File: config.mk
export PLATFORM = sky130hd
export DESIGN_NAME = bin2bcd_seq
export DESIGN_NICKNAME = d
export VERILOG_FILES = /design/src/rtl/bin2bcd_seq.sv
export SDC_FILE = /design/constraint.sdc
export NUM_CORES = 1
export LEC_CHECK = 0
export ABC_AREA = 0
export ABC_CLOCK_PERIOD_IN_PS = 2500
export BUFFER_PORTS_ARGS = -buffer_cell sky130_fd_sc_hd__buf_2
export CAP_MARGIN = 5
export CORE_MARGIN = 1
export CORE_UTILIZATION = 50
export DETAILED_ROUTE_END_ITERATION = 7
export GPL_TIMING_DRIVEN = 0
export PLACE_DENSITY = 0.71
export SLEW_MARGIN = 20
export SYNTH_ARGS = -nofsm -noshare
export SYNTH_HDL_FRONTEND = slang
export SYNTH_SLANG_ARGS = --single-unit
File: constraint.sdc
create_clock -name clk -period 2.5 [get_ports clk]
set_input_delay 0.125 -clock clk [delete_from_list [all_inputs] [get_ports clk]]
set_output_delay 0.125 -clock clk [all_outputs]
set_load 0.02 [all_outputs]
File: src/rtl/bin2bcd_seq.sv
// Purpose : sequential binary-to-BCD converter (double-dabble, one bit per clock)
//           feeding the D/C/B/A digit inputs of the 4-digit seven-segment mux.
// Latency : start accepted at edge k -> digits and done update at edge k+WIDTH+1.
// Backpr. : start is honoured only in IDLE (busy=0); start while busy is dropped,
//           not queued. A start during the done cycle is accepted (no dead cycle).
//
// Ports:
//   clk      rising-edge system clock
//   reset    synchronous, active-high; aborts any conversion, clears all state
//   start    conversion request, sampled only while idle
//   bin      WIDTH-bit unsigned value, captured on the accepted start edge
//   D,C,B,A  thousands/hundreds/tens/ones BCD digits, held between conversions
//   busy     high while a conversion is in progress (WIDTH+1 cycles)
//   done     one-cycle pulse marking new digits
//   overflow last conversion saturated to 9999; cleared by the next accepted start

module bin2bcd_seq #(
  parameter int WIDTH = 14  // legal range 4..14
) (
  input  logic             clk,
  input  logic             reset,
  input  logic             start,
  input  logic [WIDTH-1:0] bin,
  output logic [3:0]       D,
  output logic [3:0]       C,
  output logic [3:0]       B,
  output logic [3:0]       A,
  output logic             busy,
  output logic             done,
  output logic             overflow
);

  localparam int          CNT_W   = $clog2(WIDTH + 1);
  localparam int unsigned MAX_BCD = 9999;

  typedef enum logic [1:0] {
    S_IDLE   = 2'd0,
    S_CONV   = 2'd1,
    S_FINISH = 2'd2
  } state_t;

  state_t state_q, state_d;

  logic [WIDTH-1:0] shift_q,   shift_d;    // binary bits still to be shifted in
  logic [15:0]      scratch_q, scratch_d;  // BCD accumulator being built
  logic [CNT_W-1:0] cnt_q,     cnt_d;      // shifts remaining
  logic             sat_q,     sat_d;      // captured value exceeds 9999
  logic [15:0]      dig_q,     dig_d;      // displayed digits {D,C,B,A}
  logic             done_q,    done_d;
  logic             ovf_q,     ovf_d;

  logic [15:0]      adj;                   // scratch after the per-nibble add-3
  logic             bin_over;
  logic             accept;

  // Saturation is decided on the value at accept time; for narrow WIDTH the
  // comparison is simply never true.
  assign bin_over = (32'(bin) > 32'(MAX_BCD));
  assign accept   = (state_q == S_IDLE) && start;

  // ---------------------------------------------------------------------------
  // State register (and all other flops)
  // ---------------------------------------------------------------------------
  always_ff @(posedge clk) begin
    if (reset) begin
      state_q   <= S_IDLE;
      shift_q   <= '0;
      scratch_q <= '0;
      cnt_q     <= '0;
      sat_q     <= 1'b0;
      dig_q     <= '0;
      done_q    <= 1'b0;
      ovf_q     <= 1'b0;
    end else begin
      state_q   <= state_d;
      shift_q   <= shift_d;
      scratch_q <= scratch_d;
      cnt_q     <= cnt_d;
      sat_q     <= sat_d;
      dig_q     <= dig_d;
      done_q    <= done_d;
      ovf_q     <= ovf_d;
    end
  end

  // ---------------------------------------------------------------------------
  // Next-state logic
  // ---------------------------------------------------------------------------
  always_comb begin
    state_d = state_q;
    unique case (state_q)
      S_IDLE: begin
        if (start) begin
          state_d = S_CONV;
        end
      end
      S_CONV: begin
        // cnt_q==1 means this cycle performs the final shift.
        if (cnt_q == CNT_W'(1)) begin
          state_d = S_FINISH;
        end
      end
      S_FINISH: begin
        state_d = S_IDLE;
      end
      default: begin
        state_d = S_IDLE;
      end
    endcase
  end

  // ---------------------------------------------------------------------------
  // Add-3 correction: each nibble on its own 4-bit value, no inter-nibble carry.
  // ---------------------------------------------------------------------------
  always_comb begin
    adj = scratch_q;
    for (int i = 0; i < 4; i++) begin
      if (scratch_q[i*4 +: 4] >= 4'd5) begin
        adj[i*4 +: 4] = scratch_q[i*4 +: 4] + 4'd3;
      end
    end
  end

  // ---------------------------------------------------------------------------
  // Datapath next values
  // ---------------------------------------------------------------------------
  always_comb begin
    shift_d   = shift_q;
    scratch_d = scratch_q;
    cnt_d     = cnt_q;
    sat_d     = sat_q;
    dig_d     = dig_q;   // digits hold until the FINISH edge
    done_d    = 1'b0;
    ovf_d     = ovf_q;

    unique case (state_q)
      S_IDLE: begin
        if (accept) begin
          shift_d   = bin;
          scratch_d = '0;
          cnt_d     = CNT_W'(WIDTH);
          sat_d     = bin_over;
          ovf_d     = 1'b0;
        end
      end
      S_CONV: begin
        // Shift {scratch, shift} left by one after the correction.
        scratch_d = {adj[14:0], shift_q[WIDTH-1]};
        shift_d   = {shift_q[WIDTH-2:0], 1'b0};
        cnt_d     = cnt_q - CNT_W'(1);
      end
      S_FINISH: begin
        // A saturated conversion discards the shift engine result.
        dig_d  = sat_q ? 16'h9999 : scratch_q;
        ovf_d  = sat_q;
        done_d = 1'b1;
      end
      default: begin
        done_d = 1'b0;
      end
    endcase
  end

  // ---------------------------------------------------------------------------
  // Outputs
  // ---------------------------------------------------------------------------
  always_comb begin
    busy     = (state_q != S_IDLE);
    D        = dig_q[15:12];
    C        = dig_q[11:8];
    B        = dig_q[7:4];
    A        = dig_q[3:0];
    done     = done_q;
    overflow = ovf_q;
  end

endmodule

==> results of run 1 <==
## per-stage QoR
stage                     utilization (%)  total power (uW)  cells
after floorplan                         -              1080    291
after global placement               57.8              1140    392
after detailed placement             57.8              1140    392
after CTS                            59.6              1610    400
after global routing                 59.6              1680    400
final                                59.6              1600    400
## sequential cells by signal, summed over array words and instances, names as in the netlist
register / flops
done: 1
dig_q: 16
state_q: 2
overflow: 1
shift_q: 14
sat_q: 1
scratch_q: 16
cnt_q: 4
## worst min-delay path, cell delays in order
cell and delay, ns:
buf_2 0.09, nand2_1 0.04, a311oi_1 0.08
## kinds of logic after synthesis
family / Yosys count
muxes: 4
xor gates and xnor gates: 7
buffers and inverters: 33
adders and majority gates: 10
and+or+nand+nor: 117
DFF: 55
AOI/OAI and AO/OA: 65
## final timing paths
path	slack [ns]	to	from
setup / recovery	0.98	scratch_q[2]	scratch_q[1]
hold reg to reg	0.45	dig_q[14]	dig_q[14]
hold / removal	0.08	shift_q[3]	bin[3]
setup reg to reg	0.98	scratch_q[2]	scratch_q[1]
## power by group
part | internal, uW | total, uW | switching, uW
Clock | 196 | 475 | 279
Sequential | 909 | 931 | 22.0
Combinational | 73.9 | 190 | 116
Total | 1180 | 1600 | 417
## per-layer routing
layer	share of wire [%]	wire (um)
met1	50	2770
met2	45	2520
met3	4.1	229
met4	1.2	65
met5	0	0
## synth_stat cells (all sizes together)
cell type,count
a211oi,3
a21oi,18
a221oi,1
a22o,11
a22oi,1
a2bb2oi,2
a311oi,17
and3,1
buf,16
clkbuf,5
dfxtp,55
ha,10
inv,12
mux2i,4
nand2,34
nand2b,6
nand3,13
nand3b,2
nand4b,1
nor2,40
nor2b,3
nor3,14
nor4,1
o21ai,11
o31ai,1
or2,2
xnor2,4
xor2,3
## area by class of cell
class	count	area, um2
plain buffers	21	134
clock inverters	2	12.5
clock buffers	6	72.6
repair buffers	34	170
inverters	12	45.0
fillers	456	1920
flip-flops and latches	55	1100
multi-input cells	203	1210
well taps	67	83.8
==> flow_summary.json, run 1 <==
{
  "finClkSkew_ns": 0.00632,
  "tns_ns": 0,
  "fin_crit_sh_pct": 60.8,
  "synthMuxAreaShare_pct": 1.60,
  "clk_pin_slew_worst_paths_ns": 0.09,
  "viasPerCell": 5.31,
  "ctsHtreeMaxLevel": 2,
  "setup_violations": 0,
  "yosysWarningCount": 0,
  "endpoint_kind": "flop",
  "grt_pass1_vias": 1951,
  "slew_violations": 0,
  "cap_viol_max_count": 0,
  "start_util_pct": 52.5,
  "dp_hpwl_mm": 3.95,
  "grt_pass1_wl_mm": 9.54,
  "required_ns": 2.71,
  "boundaryPins": 36,
  "cts_tree": "yes",
  "nets": 359,
  "syn_inst": 291,
  "die_y_um": 72.6,
  "synth_seq_cells": 55,
  "hp-class": "input port to flop",
  "post_drt_wl_per_cell_um": 14.0,
  "final_cell_mix": "55 x dfxtp_1, 39 x buf_2, 39 x nor2_1, 34 x nand2_1, 18 x a21oi_1",
  "p_leak_uw": 0.00117,
  "grt_remaining_overflow": 0,
  "drc": 0,
  "synth-xor-area-share_pct": 2.46,
  "synth_adder_area_share_pct": 5.02,
  "antenna_found_initial": 0,
  "gr-usage-met1_pct": 34.3,
  "antenna_cells": 0,
  "tightest_slew_ns": 0.586,
  "drt-total-wl_mm": 5.59,
  "root_buffer": "clkbuf_8",
  "grt.busiest_layer": "met2",
  "grt.met2_usage_pct": 35.7,
  "cts.repair.resized": 0,
  "start_kind": "flop",
  "crit_chain": "inv_1 > ha_1 > nand2b_1 > a21oi_1 > mux2i_1 > a22o_1",
  "portBuffers": 34,
  "fmax_ghz": 0.658,
  "crit_type": "flop to flop",
  "num_vias": 2125,
  "areaGrowthSynthToFinish_pct": 13.6,
  "layout_commonest_cell": "dfxtp_1",
  "cts_num_sinks": 55,
  "cp.depth": 6,
  "final_antenna_net_count": 0,
  "status": "complete, no violations",
  "slew_headroom_pct": 60.9,
  "rows": 25,
  "cts-buffers-inserted": 5,
  "hold_violations": 0,
  "cts_hold_buf": 0,
  "slowest_stage": "dfxtp_1",
  "track_usage_pct": 23.5,
  "met3_usage_pct": 3.87,
  "grt_max_degree": 17,
  "hold_depth": 3,
  "final_area_um2": 2830,
  "dieWidth_um": 72.6,
  "core_um2": 4750,
  "yosys-top-cells-area": "dfxtp_1 44%, a311oi_1 6.0%, nor2_1 5.9%, nand2_1 5.1%, ha_1 5.0%",
  "clk-insertion-delay-late_ns": 0.31,
  "irDropWorstVdd_uv": 327,
  "pre_cts_slack_ns": 1.00,
  "cp.arrival_ns": 1.72,
  "place_area_um2": 2750,
  "worst-path-buf-inv": 1,
  "synthesis.nets": 318,
  "yosysSeqAreaShare_pct": 44.1,
  "worstPathMaxFanout": 4,
  "syn_area_per_cell_um2": 8.57,
  "drive_above_1_share_pct": 18.0,
  "syn_area_um2": 2490,
  "synth_top_family_by_area": "simple AND/OR/NAND/NOR gates",
  "holdWs_ns": 0.0780,
  "netlist.area_leader.share_pct": 44.1,
  "place_congestion": 0.795,
  "synthSimpleGateAreaFrac_pct": 21.2,
  "period_needed_ns": 1.52,
  "max_stage_delay_ns": 0.40,
  "ys_types": 34,
  "dieArea_um2": 5280,
  "clockBufferDepth": 2,
  "post_cts_buffers": 0,
  "fin_ws_ns": 0.980,
  "pwr_density_cell_nw_per_um2": 563,
  "rsz0062_at_grt": "no",
  "path_delay_family": "compound AO/OA/AOI/OAI gates",
  "reg2reg_depth": 6,
  "dr.pass1.iters": 4,
  "synth_compound_area_share_pct": 18.5,
  "drtIter0Drc": 148,
  "yosysTopAreaCell": "dfxtp_1"
}
(Power assumes the default switching activity.)
==> inputs of run 2 (changes only) <==
Settings changed: ABC_CLOCK_PERIOD_IN_PS 2500 to 1220, PLACE_DENSITY 0.71 to 0.74.
Clock period 2.5 ns to 1.22 ns, I/O delays scaled along.
==> flow_summary.json, run 2 (same netlist as run 1, synthesis figures left out) <==
{
  "irDropWorstVdd_uv": 699,
  "p_clk_share_pct": 32.4,
  "grt_pass1_wl_mm": 10.1,
  "track_usage_pct": 24.9,
  "start_kind": "flop",
  "post_drt_wl_per_cell_um": 16.2,
  "drtIter0Drc": 159,
  "clockBufferDepth": 2,
  "placed_cells": 392,
  "dr.pass1.iters": 4,
  "pre_cts_slack_ns": -0.124,
  "multi_input_area_um2": 1560,
  "tightest_slew_ns": 0.750,
  "cap_viol_max_count": 0,
  "fin_crit_sh_pct": 105,
  "clk-insertion-delay-late_ns": 0.31,
  "rsz0062_at_grt": "yes",
  "power_frac_seq_pct": 51.8,
  "start_util_pct": 52.5,
  "required_ns": 1.43,
  "fin_ws_ns": -0.0663,
  "endpoint_kind": "flop",
  "antenna_found_initial": 0,
  "p_leak_uw": 0.00140,
  "hold_violations": 0,
  "nets": 380,
  "die_y_um": 72.6,
  "num_vias": 2355,
  "cts_tree": "yes",
  "final_antenna_net_count": 0,
  "grt_pass1_vias": 2054,
  "layout_commonest_cell": "dfxtp_1",
  "root_buffer": "clkbuf_8",
  "dp_hpwl_mm": 4.06,
  "final_cells": 420,
  "drc": 0,
  "core_um2": 4750,
  "fmax_ghz": 0.777,
  "clk_pin_slew_worst_paths_ns": 0.10,
  "combinationalPowerShare_pct": 15.8,
  "pwr_density_cell_nw_per_um2": 1050,
  "cts-buffers-inserted": 5,
  "status": "finished with violations",
  "antenna_cells": 0,
  "rows": 25,
  "switching_power_uw": 955,
  "place_congestion": 0.837,
  "p_int_uw": 2730,
  "violations": "setup timing",
  "regArea_um2": 1120,
  "final_cell_mix": "44 x dfxtp_1, 36 x buf_2, 27 x nand2_1, 27 x nor2_1, 15 x buf_6",
  "boundaryPins": 36,
  "power.total_uw": 3690,
  "portBuffers": 34,
  "setup_violations": 11,
  "nFillCells": 350,
  "largestRegisters": "dig_q (16), scratch_q (16), shift_q (14)",
  "dieArea_um2": 5280,
  "cts_num_sinks": 55,
  "slew_headroom_pct": 50.0,
  "period_needed_ns": 1.29,
  "grt_max_degree": 16,
  "switching_share_pct": 25.9,
  "drt-total-wl_mm": 6.81,
  "crit_type": "flop to flop",
  "worstPathMaxFanout": 7,
  "viasPerCell": 5.61,
  "ctsHtreeMaxLevel": 2,
  "drive_above_1_share_pct": 43.9,
  "areaGrowthSynthToFinish_pct": 40.6,
  "hp-class": "input port to flop",
  "dieWidth_um": 72.6,
  "cp.arrival_ns": 1.50,
  "slew_violations": 0,
  "finClkSkew_ns": 0.00980,
  "grt_remaining_overflow": 0
}
-- run 2: cell types whose count changed in the layout (fill, tap and decap cells not counted), sizes merged --
cell | before | now
buf | 50 | 70
clkinvlp | 1 | 0
clkbuf | 11 | 12
clkinv | 1 | 0
bufinv | 0 | 1
-- run 2: stage by stage --
| stage | area [um2] | utilization (%) | hold slack (ns) | TNS (ns) |
|---|---|---|---|---|
| final | 3510 | 73.8 | 0.00710 | -0.319 |
| after global placement | 2810 | 59.2 | 0.335 | -1.69 |
| after CTS | 3190 | 67.1 | 0.0110 | -0.181 |
| after global routing | 3510 | 73.8 | 0.00521 | -1.85 |
| after floorplan | 2560 | - | 0.223 | -0.00964 |
| after detailed placement | 2810 | 59.2 | 0.340 | -2.18 |
-- run 2: metal layers --
layer,up-vias,track usage (%),part of all wire (%)
li1,1137,-,-
met1,1152,36.1,47
met2,57,38.7,47
met3,9,4.28,5.1
met4,0,5.88,1.2
met5,-,0,0
-- run 2: power by group through the flow --
stage	Sequential [uW]	Clock [uW]	Combinational [uW]
6_report	1910	1190	583
5_1_grt	1920	1260	627
4_1_cts	1910	1200	439
3_5_place_dp	1950	0	394
3_3_place_gp	1950	0	389
2_1_floorplan	1940	0	278
-- run 2: worst max-delay path: stages, from the launching register on --
cell	delay, ns
dfxtp_4	0.40
buf_6	0.13
nor2b_4	0.23
buf_6	0.16
nor2_2	0.04
a311oi_1	0.24
-- run 2: area by class of cell --
cell class / count / share of cell area (%)
Buffer: 19 / 5.17
Sequential cell: 55 / 32.1
Multi-Input combinational cell: 203 / 44.4
Tap cell: 67 / 2.39
Clock buffer: 6 / 2.07
Clock inverter: 1 / 0.856
Timing Repair Buffer: 57 / 11.4
Inverter: 12 / 1.57
-- run 2: what timing repair did --
item                       in CTS  in global routing
pin swaps                      16                 33
buffers inserted               12                  5
hold buffers                    0                  0
setup endpoints to repair      48                 42
gates cloned                    0                  6
resized for setup              51                 66
-- run 2: path summary, 6_finish.rpt --
path / startpoint / end / slack (ns) / cells past startpoint
hold reg to reg: dig_q[13] / dig_q[13] / 0.46 / 2
hold / removal: bin[3] / shift_q[3] / 0.007 / 3
setup reg to reg: state_q[1] / dig_q[8] / -0.07 / 5
setup / recovery: state_q[1] / dig_q[8] / -0.07 / 5
